File: config.mk
export PLATFORM = sky130hd
export DESIGN_NAME = led_blink_driver
export DESIGN_NICKNAME = d
export VERILOG_FILES = /design/src/rtl/led_blink_pkg.sv /design/src/rtl/led_blink_driver.sv
export SDC_FILE = /design/constraint.sdc
export NUM_CORES = 1
export LEC_CHECK = 0
export BUFFER_PORTS_ARGS = -buffer_cell sky130_fd_sc_hd__buf_2
export CORE_MARGIN = 1.5
export CORE_UTILIZATION = 57
export CTS_CLUSTER_DIAMETER = 80
export CTS_CLUSTER_SIZE = 24
export DETAILED_ROUTE_END_ITERATION = 10
export PLACE_DENSITY = 0.83
export SLEW_MARGIN = 20
export SYNTH_ARGS = -nofsm -noshare
export SYNTH_HDL_FRONTEND = slang
export SYNTH_SLANG_ARGS = --single-unit
export TNS_END_PERCENT = 10
File: constraint.sdc
create_clock -name system_clk -period 2.3 [get_ports system_clk]
set_clock_uncertainty 0.05 [all_clocks]
set_input_delay 0.115 -clock system_clk [delete_from_list [all_inputs] [get_ports system_clk]]
set_output_delay 0.115 -clock system_clk [all_outputs]
set_load 0.05 [all_outputs]
File: src/rtl/led_blink_pkg.sv
`default_nettype none
// ============================================================================
//  Module      : led_blink_pkg
//  Description : Shared types and default timing constants for the LED blink
//                driver.
//  Revision    : 1.0 - initial release
// ============================================================================
package led_blink_pkg;

    // Sequencer states; the encoding is fixed here so every user agrees on it
    typedef enum logic [1:0] {
        ST_IDLE = 2'd0,
        ST_ON   = 2'd1,
        ST_OFF  = 2'd2
    } led_state_t;

    // 20 ms on / 20 ms off at a 50 MHz system clock
    localparam int unsigned DEF_ON_CYC  = 1_000_000;
    localparam int unsigned DEF_OFF_CYC = 1_000_000;

endpackage : led_blink_pkg
`default_nettype wire

File: src/rtl/led_blink_driver.sv
`default_nettype none
// ============================================================================
//  Module      : led_blink_driver
//  Description : Turns a one-cycle request carrying a blink count into a
//                human-visible on/off LED sequence, with a one-deep pending
//                slot (last request wins) for requests made while busy.
//  Revision    : 1.0 - initial release
// ============================================================================
module led_blink_driver
    import led_blink_pkg::*;
#(
    parameter int unsigned ON_CYC  = DEF_ON_CYC,
    parameter int unsigned OFF_CYC = DEF_OFF_CYC,
    parameter int          CNT_W   = 21,
    parameter int          N_W     = 4
) (
    input  logic           system_clk,
    input  logic           system_rst,
    input  logic           req,
    input  logic [N_W-1:0] req_n,
    output logic           led_out,
    output logic           busy,
    output logic           done
);

    // Terminal counter values for each phase
    localparam logic [CNT_W-1:0] C_ON_LAST  = CNT_W'(ON_CYC - 1);
    localparam logic [CNT_W-1:0] C_OFF_LAST = CNT_W'(OFF_CYC - 1);

    led_state_t     r_state;
    led_state_t     w_state_n;
    logic [CNT_W-1:0] r_cnt;
    logic [CNT_W-1:0] w_cnt_n;
    logic [N_W-1:0] r_left;
    logic [N_W-1:0] w_left_n;
    logic           r_pend_v;
    logic           w_pend_v_n;
    logic [N_W-1:0] r_pend_n;
    logic [N_W-1:0] w_pend_n_n;
    logic           w_done_n;
    logic           w_req_ok;

    // A zero blink count is never a real request
    assign w_req_ok = req && (req_n != '0);

    // Next-state, counter, pending slot and completion decode
    always_comb begin
        w_state_n  = r_state;
        w_cnt_n    = r_cnt + CNT_W'(1);
        w_left_n   = r_left;
        w_pend_v_n = r_pend_v;
        w_pend_n_n = r_pend_n;
        w_done_n   = 1'b0;

        case (r_state)
            ST_IDLE: begin
                w_cnt_n = '0;
                if (w_req_ok) begin
                    w_state_n = ST_ON;
                    w_left_n  = req_n;
                end
            end

            ST_ON: begin
                if (w_req_ok) begin
                    w_pend_v_n = 1'b1;
                    w_pend_n_n = req_n;
                end
                if (r_cnt == C_ON_LAST) begin
                    w_cnt_n   = '0;
                    w_state_n = ST_OFF;
                end
            end

            ST_OFF: begin
                if (w_req_ok) begin
                    w_pend_v_n = 1'b1;
                    w_pend_n_n = req_n;
                end
                if (r_cnt == C_OFF_LAST) begin
                    w_cnt_n = '0;
                    if (r_left > N_W'(1)) begin
                        w_left_n  = r_left - N_W'(1);
                        w_state_n = ST_ON;
                    end else begin
                        // Last blink finished: a same-cycle request beats the
                        // pending one, otherwise the pending one follows on
                        w_done_n = 1'b1;
                        if (w_req_ok) begin
                            w_left_n   = req_n;
                            w_state_n  = ST_ON;
                            w_pend_v_n = 1'b0;
                            w_pend_n_n = '0;
                        end else if (r_pend_v) begin
                            w_left_n   = r_pend_n;
                            w_state_n  = ST_ON;
                            w_pend_v_n = 1'b0;
                            w_pend_n_n = '0;
                        end else begin
                            w_left_n  = '0;
                            w_state_n = ST_IDLE;
                        end
                    end
                end
            end

            default: begin
                w_state_n = ST_IDLE;
                w_cnt_n   = '0;
            end
        endcase
    end

    // State register; outputs are registered from the next state so they
    // line up with the state they describe
    always_ff @(posedge system_clk) begin
        if (system_rst) begin
            r_state  <= ST_IDLE;
            r_cnt    <= '0;
            r_left   <= '0;
            r_pend_v <= 1'b0;
            r_pend_n <= '0;
            led_out  <= 1'b0;
            busy     <= 1'b0;
            done     <= 1'b0;
        end else begin
            r_state  <= w_state_n;
            r_cnt    <= w_cnt_n;
            r_left   <= w_left_n;
            r_pend_v <= w_pend_v_n;
            r_pend_n <= w_pend_n_n;
            led_out  <= (w_state_n == ST_ON);
            busy     <= (w_state_n != ST_IDLE);
            done     <= w_done_n;
        end
    end

endmodule : led_blink_driver
`default_nettype wire
==> out/metrics.csv, run 1 <==
metric;value;unit
cts.hold.buffers_added;0;
pre_cts_slack;322;ps
final_max_slew_viol_count;0;
hp-start;system_rst;
h-tree-depth;2;
ant_nets;0;
ys_warn_count;0;
synthCells;223;
gp_congestion;0.801;
maxSlewHeadroom;0.603;
drcViolationCount;0;
min_to;r_pend_n[3];
clockBufferDepth;2;
fp.coreArea;3130;µm²
synth-edff-count;0;
fin_crit_sh;0.871;
hold_slack;33.4;ps
antenna_found_initial;0;
fin_crit;2000;ps
worstPathArrival;2190;ps
synth_area_leaders;dfxtp_1 36%, nor2_1 6.8%, ha_1 4.5%;
post_drt_wl_per_cell;13.5;µm
row_count;20;
drv_cap;0;
ys_seq_area_frac;0.364;
cts_buffers;5;
nNetsFinal;248;
viasPerCell;5.69;
finalSetupTns;0;ps
critPathKind;register to register;
grt_start_max_net_pins;18;
finalHoldViolations;0;
r2r_cells;6;
holdPathStages;2;
synth_area;1930;µm²
io_buffers;9;
reg2reg_slack;300;ps
status;finished, final reports clean;
synth_cell_types;49;
synth_ff_type;dfxtp_1;
clkTransAtPathRegs;110;ps
worstPathRequired;2490;ps
hpwl;2.75;mm
die_w;61.1;µm
r2r-end;r_left[3];
synth_top_cell_area_share;0.364;
setup_viol;0;
setup_ws;296;ps
grt_usage;0.230;
fmax;499;MHz
vias;1588;
synth_seq_cells;35;
clk_latency;350;ps
yosys.area.top_type;dfxtp_1;
fillers;285;
start_util;0.616;
worst_pin_slew;590;ps
r2r-start;r_state[0];
first_global_vias;1395;
syn_nets;237;
drive_above_1_share;0.123;
grt_remaining_overflow;0;
root_buffer;clkbuf_4;
grt_pass1_wl;6.27;mm
synth.avg_cell_area;8.64;µm²
syn_to_final_growth;7.21;%
end_kind;register;
numClockSinks;35;
cts_resized;0;
post_cts_buffers;0;
cellPowerDensity;560;nW/µm²
crit_fanout;8;
cts_tree;built;
die_area;3740;µm²
async_flop_share;0;
leakagePower;0.708;nW
dieHeight;61.1;µm
hold_path.class;input pin to register;
startpoint_type;register;
drtIter0Drc;119;
first_pass_iters;4;
peakVddDrop;0.311;mV
antennaDiodeCount;0;
totalWireLength;3.76;mm
rsz0062_at_grt;no;
io_pins;10;
## worst max-delay path, stage by stage, from the launching register on
cell and delay (ps):
dfxtp_1 430, inv_1 80, ha_1 300, inv_1 220
a2bb2oi_1 170, or2_1 280, o311a_1 350
## registers in the layout, indices dropped and copies added, names as in the netlist
name,cells
r_pend_n,4
r_left,4
busy,1
r_state,2
done,1
r_pend_v,1
led_out,1
r_cnt,21
## power by group
| group | total, mW | internal, mW | leakage [nW] | switching [mW] |
|---|---|---|---|---|
| combinational | 0.184 | 0.0656 | 0.396 | 0.118 |
| clock | 0.325 | 0.118 | 0.0282 | 0.207 |
| sequential | 0.647 | 0.629 | 0.284 | 0.0187 |
## stage by stage
stage	std cells	utilization	instance area [µm²]	power, mW
global route	279	0.660	2070	1.22
detailed placement	271	0.643	2010	0.843
floorplan	223	-	1930	0.798
finish	279	0.660	2070	1.16
global placement	271	0.643	2010	0.839
CTS	279	0.660	2070	1.17
## per-layer routing
| metal | global-route usage | routed length [µm] | vias to the layer above |
|---|---|---|---|
| met2 | 0.334 | 1580 | 22 |
| met3 | 0.0798 | 153 | 8 |
| met5 | 0 | 0 | - |
| met4 | 0.0994 | 77 | 0 |
| met1 | 0.309 | 1940 | 731 |
| li1 | - | - | 827 |
## area by class of cell
cell class | instances | area (µm²) | area share
multi-input combinational | 168 | 1150 | 0.555
sequential | 35 | 701 | 0.339
clock buffer | 6 | 41.3 | 0.0200
clock inverter | 2 | 12.5 | 0.00606
tap | 44 | 55.1 | 0.0267
inverter | 13 | 48.8 | 0.0236
timing repair buffer | 11 | 60.1 | 0.0291
## worst max-delay path by stage
stage,start,to,depth (start not counted)
floorplan,r_cnt[0],r_pend_n[3],6
global placement,r_cnt[0],r_cnt[14],7
detailed placement,r_cnt[0],r_cnt[4],7
CTS,r_cnt[0],r_cnt[4],7
global route,r_cnt[0],r_cnt[14],7
finish,r_state[0],r_left[3],6
## kinds of logic (layout without fill, tap and decap cells)
kind of cell             after synthesis  count (layout)  synth area share
buffers and inverters                 20              32            0.0409
AND/OR/NAND/NOR                      103             103             0.292
XOR/XNOR                              20              20            0.0909
adder cells (fa/ha/maj)                7               7            0.0455
AO/OA/AOI/OAI                         38              38             0.168
flip-flops                            35              35             0.364
## synthesized netlist by cell type (3+ instances only)
| cell type | count |
|---|---|
| a211oi_1 | 3 |
| a22oi_1 | 3 |
| and3_1 | 3 |
| buf_2 | 3 |
| clkbuf_1 | 4 |
| dfxtp_1 | 35 |
| ha_1 | 7 |
| inv_1 | 12 |
| nand2_1 | 12 |
| nand3_1 | 11 |
| nand3b_1 | 3 |
| nand4_1 | 10 |
| nor2_1 | 35 |
| nor3_1 | 9 |
| o211ai_1 | 3 |
| o21ai_0 | 5 |
| o311ai_0 | 3 |
| o31ai_1 | 3 |
| or2_2 | 3 |
| xnor2_1 | 10 |
| xor2_1 | 10 |
## placed cells by master (no fill, tap or decap), types with 2 or more instances in the layout
cell       instances
a211o_1            2
a211oi_1           3
a22oi_1            3
a2bb2oi_1          2
and2_1             2
and3_1             3
and4_1             2
buf_2              9
buf_4              2
clkbuf_4           5
dfxtp_1           35
ha_1               7
inv_1             12
nand2_1           12
nand3_1           11
nand3b_1           3
nand4_1           10
nor2_1            35
nor3_1             9
nor4_1             2
o211ai_1           3
o21ai_0            5
o21bai_1           2
o221ai_1           2
o311ai_0           3
o31ai_1            3
o41a_1             2
or2_2              3
xnor2_1           10
xor2_1            10
(Power assumes the default switching activity.)
==> run 2: changes to the inputs <==
Settings changed: CORE_ASPECT_RATIO set to 1.4, CTS_BUF_LIST set to sky130_fd_sc_hd__clkbuf_4 sky130_fd_sc_hd__clkbuf_8.
==> run 2 against run 1 <==
Final cell count is 2.2% lower; fmax increased by 2.4%; flip-flop and latch count unchanged; clock-buffer cell count did not move; core utilization decreased by 0.40 points; design area up 1.2%; wire length is 8.5% higher; non-clock buffer count is 1 higher; first-iteration DRC count is 35% lower; combinational power about the same; die area grew 0.14%; critical endpoint unchanged; largest power group unchanged.
==> out/metrics.csv, run 2 (synthesized netlist as in run 1, its figures left out) <==
metric;value;unit;change
startpoint_type;register;;unchanged
final_cell_mix;35 x nor2_1, 35 x dfxtp_1, 12 x inv_1, 12 x nand2_1, 11 x nand3_1;;unchanged
totalWireLength;4.08;mm;was 3.76 mm
cts.hold.buffers_added;0;;unchanged
io_pins;10;;unchanged
largest_reg_flops;21;;unchanged
gp_congestion;0.864;;was 0.801
finalHoldViolations;0;;unchanged
grt_start_max_net_pins;21;;was 18
hpwl;2.99;mm;was 2.75 mm
die_w;52.1;µm;was 61.1 µm
grt_pass1_wl;6.92;mm;was 6.27 mm
worstPathArrival;2080;ps;was 2190 ps
hold_path.class;input pin to register;;unchanged
grt_usage;0.244;;was 0.230
cts_buffers;5;;unchanged
cellPowerDensity;597;nW/µm²;was 560 nW/µm²
die_area;3740;µm²;about the same
fin_crit;1960;ps;was 2000 ps
grt_remaining_overflow;0;;unchanged
worst_pin_slew;543;ps;was 590 ps
reg2reg_slack;340;ps;was 300 ps
antenna_found_initial;0;;unchanged
ant_nets;0;;unchanged
regMostFlops;r_cnt;;unchanged
syn_to_final_growth;8.44;%;was 7.21%
post_cts_buffers;0;;unchanged
fp.coreArea;3180;µm²;was 3130 µm²
setup_viol;0;;unchanged
h-tree-depth;2;;unchanged
dieHeight;71.8;µm;was 61.1 µm
end_kind;register;;unchanged
nNetsFinal;249;;was 248
drtIter0Drc;77;;was 119
vias;1633;;was 1588
antennaDiodeCount;0;;unchanged
clkTransAtPathRegs;60;ps;was 110 ps
maxSlewHeadroom;0.635;;was 0.603
finalSetupTns;0;ps;unchanged
drcViolationCount;0;;unchanged
first_pass_iters;4;;unchanged
final_max_slew_viol_count;0;;unchanged
numClockSinks;35;;unchanged
post_drt_wl_per_cell;14.9;µm;was 13.5 µm
clk_latency;280;ps;was 350 ps
first_global_vias;1616;;was 1395
cts_resized;0;;unchanged
fin_crit_sh;0.851;;was 0.871
root_buffer;clkbuf_8;;was clkbuf_4
top_regs;r_cnt x21, r_left x4, r_pend_n x4;;unchanged
leakagePower;0.726;nW;was 0.708 nW
r2r-start;r_cnt[14];;was r_state[0]
peakVddDrop;0.435;mV;was 0.311 mV
crit_fanout;5;;was 8
startpoint;r_cnt[14];;was r_state[0]
fmax;511;MHz;was 499 MHz
drive_above_1_share;0.124;;was 0.123
worstPathRequired;2430;ps;was 2490 ps
cts_tree;built;;unchanged
row_count;24;;was 20
total_power;1.25;mW;was 1.16 mW
drv_cap;0;;unchanged
status;finished, final reports clean;;unchanged
clockBufferDepth;2;;unchanged
rsz0062_at_grt;no;;unchanged
critPathKind;register to register;;unchanged
io_buffers;9;;unchanged
start_util;0.605;;was 0.616
viasPerCell;5.98;;was 5.69
hp-start;system_rst;;unchanged
[run 2: cell count changes in the layout (fill, tap and decap cells not counted)]
| cell | change |
|---|---|
| buf_4 | +1 |
| clkbuf_1 | -1 |
| clkbuf_4 | -4 |
| clkbuf_8 | +5 |
| clkinv_2 | -1 |
| clkinvlp_4 | -1 |
[run 2: final timing paths]
check / end / cells past startpoint
worst max-delay path: r_left[3] / 5
worst min-delay path: r_pend_n[3] / 2
worst max register to register: r_left[3] / 5
worst min register to register: r_cnt[0] / 1
[run 2: report_power, final]
group / internal, mW / leakage [nW] / switching (mW)
combinational: 0.0660 / 0.401 / 0.120
clock: 0.213 / 0.0406 / 0.199
sequential: 0.629 / 0.284 / 0.0192
[run 2: area by class of cell]
class / instances / area, µm²
multi-input combinational: 168 / 1150
fill: 294 / 1090
sequential: 35 / 701
clock buffer: 6 / 76.3
timing repair buffer: 12 / 67.6
inverter: 13 / 48.8
tap: 39 / 48.8
[run 2: layer usage]
layer / GRT usage / up-vias / share of wire / routed length (µm)
li1: - / 825 / - / -
met1: 0.281 / 780 / 0.43 / 1750
met2: 0.422 / 21 / 0.52 / 2130
met3: 0.0542 / 7 / 0.030 / 122
met4: 0.114 / 0 / 0.018 / 72
met5: 0 / - / 0 / 0
[run 2: per-stage QoR]
stage	std cells	util	area, µm²	hold slack, ps	worst slack (ps)
3_5_place_dp	267	0.632	2010	391	346
2_1_floorplan	223	-	1930	212	529
6_report	273	0.656	2090	96.1	343
5_1_grt	273	0.656	2090	109	192
3_3_place_gp	267	0.632	2010	386	394
4_1_cts	273	0.656	2090	103	334
[run 2: worst max-delay path, stage by stage, from the launching register on]
cell,delay [ps]
dfxtp_1,370
nor3b_1,360
nand4_2,220
a2bb2oi_1,240
or2_1,270
o311a_1,340
==> run 3: changes to the inputs <==
Settings changed: CELL_PAD_IN_SITES_DETAIL_PLACEMENT set to 1, CELL_PAD_IN_SITES_GLOBAL_PLACEMENT set to 1, CORE_UTILIZATION 57 to 48, PLACE_DENSITY 0.83 to 0.89.
==> run 3 against run 2 <==
Hold slack got worse by 5.0 ps; combinational power rose by 4%; design area rose by 1.9%; global-route usage fell by 0.14 points.
==> out/metrics.csv, run 3 (synthesized netlist as in run 1, its figures left out) <==
metric;value;unit;change
status;finished, final reports clean;;unchanged
crit_fanout;8;;was 5
vias;1702;;was 1633
top_regs;r_cnt x21, r_left x4, r_pend_n x4;;unchanged
drcViolationCount;0;;unchanged
drive_above_1_share;0.135;;was 0.124
cellPowerDensity;634;nW/µm²;was 597 nW/µm²
first_pass_iters;4;;unchanged
drtIter0Drc;52;;was 77
startpoint_type;register;;unchanged
viasPerCell;6.08;;was 5.98
grt_remaining_overflow;0;;unchanged
cts_tree;built;;unchanged
grt_start_max_net_pins;21;;unchanged
crit_path_cell_trace;inv_1, ha_1, inv_1, a2bb2oi_1, or2_1, o311a_1;;was nor3b_1, nand4_2, a2bb2oi_1, or2_1, o311a_1
finalSetupTns;0;ps;unchanged
syn_to_final_growth;10.5;%;was 8.44%
finalHoldViolations;0;;unchanged
first_global_vias;1813;;was 1616
cts_resized;0;;unchanged
totalWireLength;4.83;mm;was 4.08 mm
leakagePower;0.746;nW;was 0.726 nW
design_area;2130;µm²;was 2090 µm²
setup_viol;0;;unchanged
start_util;0.496;;was 0.605
fp.coreArea;3880;µm²;was 3180 µm²
worstPathRequired;2430;ps;about the same
cts_buffers;5;;unchanged
regMostFlops;r_cnt;;unchanged
path_common_cell;inv_1;;
maxSlewHeadroom;0.710;;was 0.635
post_drt_wl_per_cell;17.3;µm;was 14.9 µm
root_buffer;clkbuf_8;;unchanged
grt_pass1_wl;8.30;mm;was 6.92 mm
cts.hold.buffers_added;0;;unchanged
hold_path.class;input pin to register;;unchanged
h-tree-depth;2;;unchanged
clkTransAtPathRegs;70;ps;was 60 ps
io_buffers;9;;unchanged
cpPeakStageDelay;400;ps;was 370 ps
die_w;56.5;µm;was 52.1 µm
final_cell_mix;35 x nor2_1, 35 x dfxtp_1, 12 x inv_1, 12 x nand2_1, 11 x nand3_1;;unchanged
gp_congestion;0.875;;was 0.864
post_cts_buffers;0;;unchanged
clk_latency;290;ps;was 280 ps
hpwl;3.57;mm;was 2.99 mm
grt_usage;0.243;;was 0.244
fin_crit;2010;ps;was 1960 ps
numClockSinks;35;;unchanged
fin_crit_sh;0.875;;was 0.851
drv_cap;0;;unchanged
placed_area;2030;µm²;was 2010 µm²
clockBufferDepth;2;;unchanged
largest_reg_flops;21;;unchanged
io_pins;10;;unchanged
end_kind;register;;unchanged
worstPathArrival;2140;ps;was 2080 ps
rsz0062_at_grt;no;;unchanged
ant_nets;0;;unchanged
fmax;497;MHz;was 511 MHz
dieHeight;78.0;µm;was 71.8 µm
peakVddDrop;0.445;mV;was 0.435 mV
worst_pin_slew;430;ps;was 543 ps
critPathKind;register to register;;unchanged
antennaDiodeCount;0;;unchanged
nNetsFinal;250;;was 249
row_count;27;;was 24
final_max_slew_viol_count;0;;unchanged
die_area;4410;µm²;was 3740 µm²
antenna_found_initial;0;;unchanged
worst_path_max_delay_cell;dfxtp_1;;unchanged
run 3: where the power goes:
group,switching [mW],total [mW],internal [mW],leakage [nW]
combinational,0.128,0.194,0.0664,0.407
clock,0.222,0.507,0.285,0.0549
sequential,0.0192,0.648,0.629,0.284
total,0.369,1.35,0.980,0.746
run 3: path summary, 6_finish.rpt:
path,to,cells after the start,slack [ps],from
setup / recovery,r_left[3],6,290,r_state[0]
hold / removal,r_pend_n[3],2,90,system_rst
setup reg to reg,r_left[3],6,290,r_state[0]
hold reg to reg,r_cnt[0],1,420,r_cnt[0]
run 3: worst max-delay path: cells and delay by family (launching register included):
kind	cells	cell delay [ps]
adders and majority gates	1	310
DFF	1	400
AOI/OAI and AO/OA	2	530
and+or+nand+nor	1	280
buffers and inverters	2	340
run 3: area by class of cell:
class / instances / area [µm²]
Clock buffer: 8 / 104
Fill cell: 473 / 1760
Inverter: 13 / 48.8
Multi-Input combinational cell: 168 / 1150
Sequential cell: 35 / 701
Tap cell: 43 / 53.8
Timing Repair Buffer: 13 / 75.1
run 3: metal layers:
metal	wire (µm)	track usage	vias to the layer above
met5	0	0	-
met4	212	0.150	0
met3	83	0.0283	19
met2	2650	0.460	27
met1	1880	0.243	828
li1	-	-	828
run 3: stage by stage:
step	instances	setup WS [ps]	hold WS [ps]	utilization	power, mW
CTS	280	297	81.2	0.548	1.37
detailed placement	272	340	387	0.521	0.853
global route	280	179	95.2	0.548	1.41
finish	280	288	91.1	0.548	1.35
floorplan	223	529	212	-	0.798
global placement	272	397	381	0.521	0.848
